### src/rtl/johnson_seq_pkg.sv
// Shared state encoding and Johnson-code helpers for the ring sequencer.
// Helpers take a fixed-width vector plus the live stage count so any N up to NMAX works.
package johnson_seq_pkg;
  localparam int NMAX = 16;

  typedef enum logic [1:0] {IDLE, RUN, PAUSE, RECOVER} state_t;

  // Legal Johnson code: at most one bit-boundary transition across the low n bits.
  function automatic logic is_legal_johnson(input logic [NMAX-1:0] q, input int n);
    int t;
    t = 0;
    for (int i = 1; i < NMAX; i++)
      if (i < n && q[i] != q[i-1]) t++;
    return (t <= 1);
  endfunction

  function automatic int johnson_idx(input logic [NMAX-1:0] q, input int n);
    int ones;
    ones = 0;
    for (int i = 0; i < NMAX; i++)
      if (i < n && q[i]) ones++;
    return q[n-1] ? (2*n - ones) : ones;
  endfunction
endpackage

### src/rtl/johnson_seq_ctrl_ring.sv
// N-stage twisted-ring register; clear beats load beats advance.
module johnson_seq_ctrl_ring #(
  parameter int N = 4
) (
  input  logic         CLK,
  input  logic         rst,
  input  logic         i_clr,
  input  logic         i_load,
  input  logic [N-1:0] i_load_val,
  input  logic         i_adv,
  output logic [N-1:0] o_q
);
  logic [N-1:0] r_q;

  always_ff @(posedge CLK) begin
    if (rst)         r_q <= '0;
    else if (i_clr)  r_q <= '0;
    else if (i_load) r_q <= i_load_val;
    else if (i_adv)  r_q <= {r_q[N-2:0], ~r_q[N-1]};
  end

  assign o_q = r_q;
endmodule

### src/rtl/johnson_seq_ctrl.sv
// Johnson ring sequencer: run/pause/abort/single-shot FSM, phase decode and load validation.
module johnson_seq_ctrl
  import johnson_seq_pkg::*;
#(
  parameter  int N  = 4,
  localparam int PH = 2*N,
  localparam int IW = $clog2(PH)
) (
  input  logic          CLK,
  input  logic          rst,
  input  logic          i_start,
  input  logic          i_pause,
  input  logic          i_abort,
  input  logic          i_single,
  input  logic          i_load,
  input  logic [N-1:0]  i_load_val,
  output logic [N-1:0]  o_q,
  output logic [PH-1:0] o_phase,
  output logic [IW-1:0] o_phase_idx,
  output logic          o_busy,
  output logic          o_wrap,
  output logic          o_done,
  output logic          o_err
);
  state_t r_state;
  logic   r_single, r_busy, r_wrap, r_done, r_err;
  logic   w_clr, w_load, w_adv, w_load_ok, w_to_zero, w_legal;
  logic [N-1:0] w_q;

  assign w_load_ok = is_legal_johnson(NMAX'(i_load_val), N);
  // The only code whose advance yields all-zero is 10..0.
  assign w_to_zero = (w_q == {1'b1, {(N-1){1'b0}}});

  always_comb begin
    w_clr  = 1'b0;
    w_load = 1'b0;
    w_adv  = 1'b0;
    if (i_abort || r_state == RECOVER) w_clr = 1'b1;
    else if (r_state == IDLE)          w_load = i_load && w_load_ok;
    else if (r_state == RUN)           w_adv  = !i_pause;
  end

  johnson_seq_ctrl_ring #(.N(N)) u_ring (
    .CLK        (CLK),
    .rst        (rst),
    .i_clr      (w_clr),
    .i_load     (w_load),
    .i_load_val (i_load_val),
    .i_adv      (w_adv),
    .o_q        (w_q)
  );

  always_ff @(posedge CLK) begin
    if (rst) begin
      r_state  <= IDLE;
      r_single <= 1'b0;
      r_busy   <= 1'b0;
      r_wrap   <= 1'b0;
      r_done   <= 1'b0;
      r_err    <= 1'b0;
    end else begin
      r_wrap <= 1'b0;
      r_done <= 1'b0;
      if (i_abort) begin
        r_state <= IDLE;
        r_busy  <= 1'b0;
      end else begin
        case (r_state)
          IDLE: begin
            if (i_load) begin
              r_err <= !w_load_ok;
              if (!w_load_ok) r_state <= RECOVER;
            end else if (i_start) begin
              r_state  <= RUN;
              r_busy   <= 1'b1;
              r_single <= i_single;
            end
          end
          RUN: begin
            if (i_pause) begin
              r_state <= PAUSE;
            end else begin
              r_wrap <= w_to_zero;
              if (w_to_zero && r_single) begin
                r_done  <= 1'b1;
                r_state <= IDLE;
                r_busy  <= 1'b0;
              end
            end
          end
          PAUSE: begin
            if (!i_pause && i_start) r_state <= RUN;
          end
          RECOVER: r_state <= IDLE;
          default: begin
            r_state <= IDLE;
            r_busy  <= 1'b0;
          end
        endcase
      end
    end
  end

  assign w_legal     = is_legal_johnson(NMAX'(w_q), N);
  assign o_q         = w_q;
  assign o_phase_idx = IW'(johnson_idx(NMAX'(w_q), N));
  assign o_phase     = w_legal ? (PH'(1) << o_phase_idx) : '0;
  assign o_busy      = r_busy;
  assign o_wrap      = r_wrap;
  assign o_done      = r_done;
  assign o_err       = r_err;
endmodule

### config.mk
export PLATFORM = sky130hd
export DESIGN_NAME = johnson_seq_ctrl
export DESIGN_NICKNAME = d
export VERILOG_FILES = /design/src/rtl/johnson_seq_pkg.sv /design/src/rtl/johnson_seq_ctrl_ring.sv /design/src/rtl/johnson_seq_ctrl.sv
export SDC_FILE = /design/constraint.sdc
export NUM_CORES = 1
export LEC_CHECK = 0
export BUFFER_PORTS_ARGS = -buffer_cell sky130_fd_sc_hd__buf_4
export CAP_MARGIN = 30
export CORE_MARGIN = 10
export CORE_UTILIZATION = 40
export CTS_BUF_LIST = sky130_fd_sc_hd__clkbuf_8
export CTS_CLUSTER_DIAMETER = 150
export CTS_CLUSTER_SIZE = 14
export DETAILED_ROUTE_END_ITERATION = 10
export GPL_ROUTABILITY_DRIVEN = 1
export HOLD_SLACK_MARGIN = 0.02
export PLACE_DENSITY = 0.66
export SYNTH_ARGS = -nofsm -noshare
export SYNTH_HDL_FRONTEND = slang
export SYNTH_SLANG_ARGS = --single-unit
export TNS_END_PERCENT = 1
### constraint.sdc
create_clock -name CLK -period 3.79 [get_ports CLK]
set_input_delay 0.758 -clock CLK [delete_from_list [all_inputs] [get_ports CLK]]
set_output_delay 0.758 -clock CLK [all_outputs]
set_load 0.005 [all_outputs]
## Word level (Yosys, flattened, before mapping)

Cells that the tools add are included.

| word-level totals | value |
|---|---|
| bits in read-only memories | 0 |
| memories kept | 0 |
| bits in latches | 0 |
| logic and storage cells | 89 |
| output and inout port bits | 19 |
| bits in writable memories | 0 |
| flip-flop bits (word level) | 11 |

| operators by class | value |
|---|---|
| magnitude comparators | 2 |
| $mul | 0 |
| divide/modulo/power cells | 0 |
| shift operators | 1 |
| mux-type cells | 33 |
| reduce and logical (&&, ||, !) cells | 16 |
| $add $sub $neg | 8 |
| equal/unequal tests | 18 |
| bitwise logic cells | 4 |

Operator list:

| kind | count |
|---|---|
| 2-to-1 mux 32 bit | 4 |
| adder 32 x 2 -> 32 bit (second input constant) | 3 |
| less-or-equal comparator 32 x 2 -> 1 bit (second input constant) | 2 |
| 2-to-1 mux 1 bit | 14 |
| 2-to-1 mux 2 bit | 6 |
| 2-to-1 mux 3 bit | 4 |
| 2-to-1 mux 4 bit | 2 |
| 2-to-1 mux 8 bit | 1 |
| inequality test 2 bit (second input constant) | 4 |
| one-hot mux 2 bit (4 select lines) | 1 |
| AND reduction 4 bit | 2 |
| << shifter 1 x 3 -> 8 bit (first input constant) | 1 |
| adder 3 x 2 -> 3 bit (second input constant) | 2 |
| inequality test 1 bit | 6 |
| inequality test 3 bit (second input constant) | 2 |
| AND reduction 5 bit | 1 |
| adder 1 x 1 -> 2 bit (second input constant) | 2 |
| equality test 2 bit (second input constant) | 2 |
| equality test 4 bit (second input constant) | 1 |
| inverter 1 bit | 4 |
| nonzero test 2 bit | 2 |
| OR reduction 2 bit | 2 |
| OR reduction 4 bit | 1 |
| logical AND 1 bit | 3 |
| 9 further kinds | 10 |

## Longest topological paths before layout

| depth | value |
|---|---|
| word-level depth | 11 |
| gate-level depth with buffers | 13 |

## By module

Synthesis repeated with hierarchy kept, for this count alone.

| second synthesis, totals | value |
|---|---|
| cells, all modules | 117 |
| area, all modules | 967.2 um^2 |

By module, submodules not included:

| module | area each (um^2) | instances | cells an instance | seq. area each (um^2) |
|---|---|---|---|---|
| johnson_seq_ctrl | 772.0 | 1 | 99 | 140.1 |
| johnson_seq_ctrl_ring | 195.2 | 1 | 18 | 80.1 |

## Worst setup path before layout

Ideal clock, no wire load.

| timing path | value |
|---|---|
| kind | reg2out |
| from | reg u_ring.r_q[1] (netlist: u_ring.o_q[1]) |
| to | out o_phase[0] |
| cell stages (with the launch flop) | 13 |
| arrival | 2596 ps |
| path buffers | 1 |
| slack | 436 ps |
| cell sequence | dfxtp_1 inv_1 ha_1 buf_4 xor2_1 ha_1 a21oi_1 ha_1 xnor2_1 nand2_1 xnor2_1 inv_1 nor3_1 |

| between the ends | value |
|---|---|
| word-level cells in the longest chain between the ends | 9 |

RTL lines:

| what | line | text |
|---|---|---|
| start: declaration | johnson_seq_ctrl_ring.sv:13 | `logic [N-1:0] r_q;` |
| start signal: assignment | johnson_seq_ctrl_ring.sv:18 | `else if (i_load) r_q <= i_load_val;` |
| start signal: assignment | johnson_seq_ctrl_ring.sv:19 | `else if (i_adv) r_q <= {r_q[N-2:0], ~r_q[N-1]};` |
| 2-to-1 mux 3 bit (*) | johnson_seq_pkg.sv:21 | `if (i < n && q[i]) ones++;` |
| adder 3 x 2 -> 3 bit | johnson_seq_pkg.sv:21 |  |
| 2-to-1 mux 3 bit (*) | johnson_seq_pkg.sv:21 |  |
| adder 3 x 2 -> 3 bit | johnson_seq_pkg.sv:21 |  |
| 2-to-1 mux 3 bit (*) | johnson_seq_pkg.sv:21 |  |
| subtractor 1 x 3 -> 3 bit | johnson_seq_pkg.sv:22 | `return q[n-1] ? (2*n - ones) : ones;` |
| 2-to-1 mux 3 bit (*) | johnson_seq_pkg.sv:22 |  |
| net o_phase_idx[2] | johnson_seq_ctrl.sv:19 | `output logic [IW-1:0] o_phase_idx,` |
| << shifter 1 x 3 -> 8 bit (*) | johnson_seq_ctrl.sv:107 | `assign o_phase = w_legal ? (PH'(1) << o_phase_idx) : '0;` |
| 2-to-1 mux 8 bit (*) | johnson_seq_ctrl.sv:107 |  |
| end: declaration | johnson_seq_ctrl.sv:18 | `output logic [PH-1:0] o_phase,` |

The timed path passes the listed nets; every way through them passes the cells marked *.

## Worst setup path after layout

| timing path | value |
|---|---|
| from | reg u_ring.r_q[1] (netlist: u_ring.o_q[1]) |
| to | out o_phase[2] |

| between the ends | value |
|---|---|
| word-level cells in the longest chain between the ends | 9 |

RTL lines:

| what | line |
|---|---|
| parallel branches: the longest is 8 deep, another holds adder 32 x 2 -> 32 bit | - |
| 2-to-1 mux 8 bit (*) | johnson_seq_ctrl.sv:107 |

Every way passes the cells marked *.

==> qor.yml <==
detailed_routing:
  drcViolationCount: 0
  drt-pass1-iter-count: 4
  routed_via_density: 5.33
  drtAntennaViolNets: 0
  route.vias.total: 1028
  drt_first_iter_violations: 48
  wl_per_cell_um: 14.1
  totalWireLength_mm: 2.73
global_route:
  grt_start_max_net_pins: 18
  gr_usage_total: 0.101
  grt_pass1_wl_mm: 4.39
  grt_remaining_overflow: 0
  number_of_global_route_vias_before_repair: 973
  grt_antenna_before_repair: 0
sta:
  skew_ns: 0.000396
  finalSetupViolations: 0
  grt_setup_unrepaired: "false"
  worstMarginPinSlew_ns: 0.560
  final.setup.tns_ns: 0
  finalMaxSlewViolations: 0
  finalHoldViolCount: 0
  fin_crit_ns: 3.59
  maxClockFrequency_mhz: 278
  final.period_utilization: 0.948
  timing.slew.headroom: 0.626
cts:
  numCtsBuffers: 3
  worstSkewPairLatency_ns: 0.24
  cts_sinks: 11
  tritoncts_clock_tree: "done"
  post_cts_hold_buffer_count: 0
  number_of_h_tree_levels: 1
  ctsLongestPathBuffers: 2
  cts.clk_slew.worst_paths_ns: 0.05
  cts_root_buffer: "sky130_fd_sc_hd__clkbuf_8"
floorplanning:
  floorplan_core_area_mm2: 0.00250
  placement_rows: 18
  chipHeight_um: 71.5
  die_x_um: 71.5
  i_o_pins: 30
  initial_utilization: 0.424
  die_area_mm2: 0.00511
yosys:
  ys.flop_type: "sky130_fd_sc_hd__dfxtp_1"
  synth_edf_count: 0
  mappedNetlistNets: 154
  synth.lib_cells_used.distinct: 37
  async_set_or_reset_register_ratio_after_synthesis: 0
  synth_warnings: 0
  synth.ff_latch_count: 11
  seq_area_frac_synth: 0.208
  syn_avg_cell_area_um2: 7.98
  synth_cells: 133
  post_synth_instance_area_mm2: 0.00106
critical_path:
  cp_slowest_stage_delay_ns: 0.38
  worst_setup_path_end_kind: "output pin"
  critical_path.max_fanout: 6
  critical_path_class: "flop to output pin"
  worst-endpoint-required_ns: 3.03
  path_common_cell: "sky130_fd_sc_hd__ha_1"
  start_kind: "flop"
  worst_path_max_delay_cell: "sky130_fd_sc_hd__dfxtp_2"
  timing.critical_path.arrival_ns: 2.84
  critical_path.reg2reg.startpoint: "u_ring.o_q[2]"
  crit_path_cell_trace: "inv_1 > ha_1 > xor2_2 > ha_1 > a21oi_1 > ha_1 > and3_1 > a211o_1 > o21ai_0 > nor3_1 > buf_4"
  critical_path_startpoint: "u_ring.o_q[1]"
run_status:
  outcome: "completed"
placement:
  gpl.final_weighted_congestion: 0.741
  dp_hpwl_mm: 2.21
  port-buffer-count: 29
  place.detailed.instances: 188
layout:
  layout.cells.most_common_list: "31 x sky130_fd_sc_hd__buf_4, 13 x sky130_fd_sc_hd__inv_1, 11 x sky130_fd_sc_hd__nor3_1"
  fill_cells: 254
  layout_area_overhead_pct: 28.7
  finalNonFillerCells: 193
  final_common_cell: "sky130_fd_sc_hd__buf_4"
  diodes: 0
  drive_above_1_share: 0.270
  fin_nets: 185
job:
  max_capacitance_violation_total: 0
hold_path:
  worst_hold_startpoint: "o_err"
  min-delay-path-class: "flop to flop"
power:
  power.static_leakage_uw: 0.000665
  power_density_mw_per_mm2: 259
  ir_drop_v: 0.000303
-- path summary, 6_finish.rpt --
path	end	cells after the start	slack [ns]
setup reg to reg	r_state[0]	6	1.87
hold reg to reg	o_err	2	0.50
hold / removal	o_err	2	0.50
setup / recovery	o_phase[2]	11	0.20
-- worst max-delay path: cells and delay by family (launching register included) --
kind,cells,cell delay [ns]
simple gates,2,0.31
compound gates,3,0.56
buf+inv,2,0.23
flops,1,0.38
xor+xnor,1,0.18
fa+ha+maj,3,0.94
-- synthesized netlist by cell type, drive strengths merged (2+ instances only) --
master	instances	area (µm²)
nor3	11	55.1
a211oi	2	15.0
a21o	2	15.0
nand3b	3	22.5
or3	4	25.0
ha	10	125
a21oi	3	15.0
nor2	10	37.5
and3	4	25.0
nand2	7	26.3
o211a	2	20.0
nand3	3	15.0
nor3b	3	22.5
nand2b	2	12.5
inv	12	45.0
buf	5	33.8
xnor2	5	43.8
mux2i	4	40.0
dfxtp	11	220
o21ai	13	68.8
xor2	3	26.3
nor2b	2	12.5
nor4b	3	56.3
-- per-stage QoR --
step | power (µW) | hold slack (ns) | util | worst slack (ns) | instance area (µm²)
6_report | 354 | 0.495 | 0.546 | 0.195 | 1370
5_1_grt | 374 | 0.505 | 0.546 | 0.0123 | 1370
4_1_cts | 355 | 0.493 | 0.537 | 0.0682 | 1340
3_5_place_dp | 238 | 0.486 | 0.516 | 0.222 | 1290
3_3_place_gp | 234 | 0.481 | 0.516 | 0.406 | 1290
2_1_floorplan | 198 | 0.458 | - | 0.436 | 1060
-- logic make-up (layout without fill, tap and decap cells) --
group / after synthesis / in the layout / share of synthesized area
xor+xnor: 8 / 8 / 0.0660
mux: 4 / 4 / 0.0377
simple gates: 52 / 52 / 0.292
buf+inv: 17 / 47 / 0.0743
compound gates: 31 / 31 / 0.204
flops: 11 / 11 / 0.208
fa+ha+maj: 10 / 10 / 0.118
-- registers in the layout (all words and copies together), names as in the netlist --
name	count
u_ring.o_q	4
r_state	2
o_busy	1
o_done	1
o_err	1
o_wrap	1
r_single	1
-- cell type report --
class / instances / area, µm² / area share
flip-flops and latches: 11 / 223 / 0.163
inverters: 12 / 45.0 / 0.0330
well taps: 30 / 37.5 / 0.0275
multi-input cells: 105 / 782 / 0.573
repair buffers: 31 / 233 / 0.170
clock buffers: 3 / 41.3 / 0.0302
clock inverters: 1 / 3.75 / 0.00275
-- per-layer routing --
| layer | vias up | wire [µm] | track usage |
|---|---|---|---|
| li1 | 536 | - | - |
| met1 | 476 | 1240 | 0.120 |
| met2 | 14 | 1360 | 0.172 |
| met3 | 2 | 92 | 0.0317 |
| met4 | 0 | 27 | 0.0258 |
| met5 | - | 0 | 0 |
-- repair_timing --
item                       4_1_cts  5_1_grt
setup endpoints to repair        4        8
buffers inserted                 0        1
pin swaps                        0        2
hold endpoints to repair         0        0
resized for setup                1        5
-- report_power, final --
group | leakage, µW | total [µW] | internal (µW) | switching (µW)
clock network | 0.0000269 | 117 | 71.2 | 45.5
registers | 0.0000903 | 131 | 121 | 10.1
logic | 0.000548 | 106 | 52.8 | 53.0
Note: power is estimated with default switching activity, not from simulation.
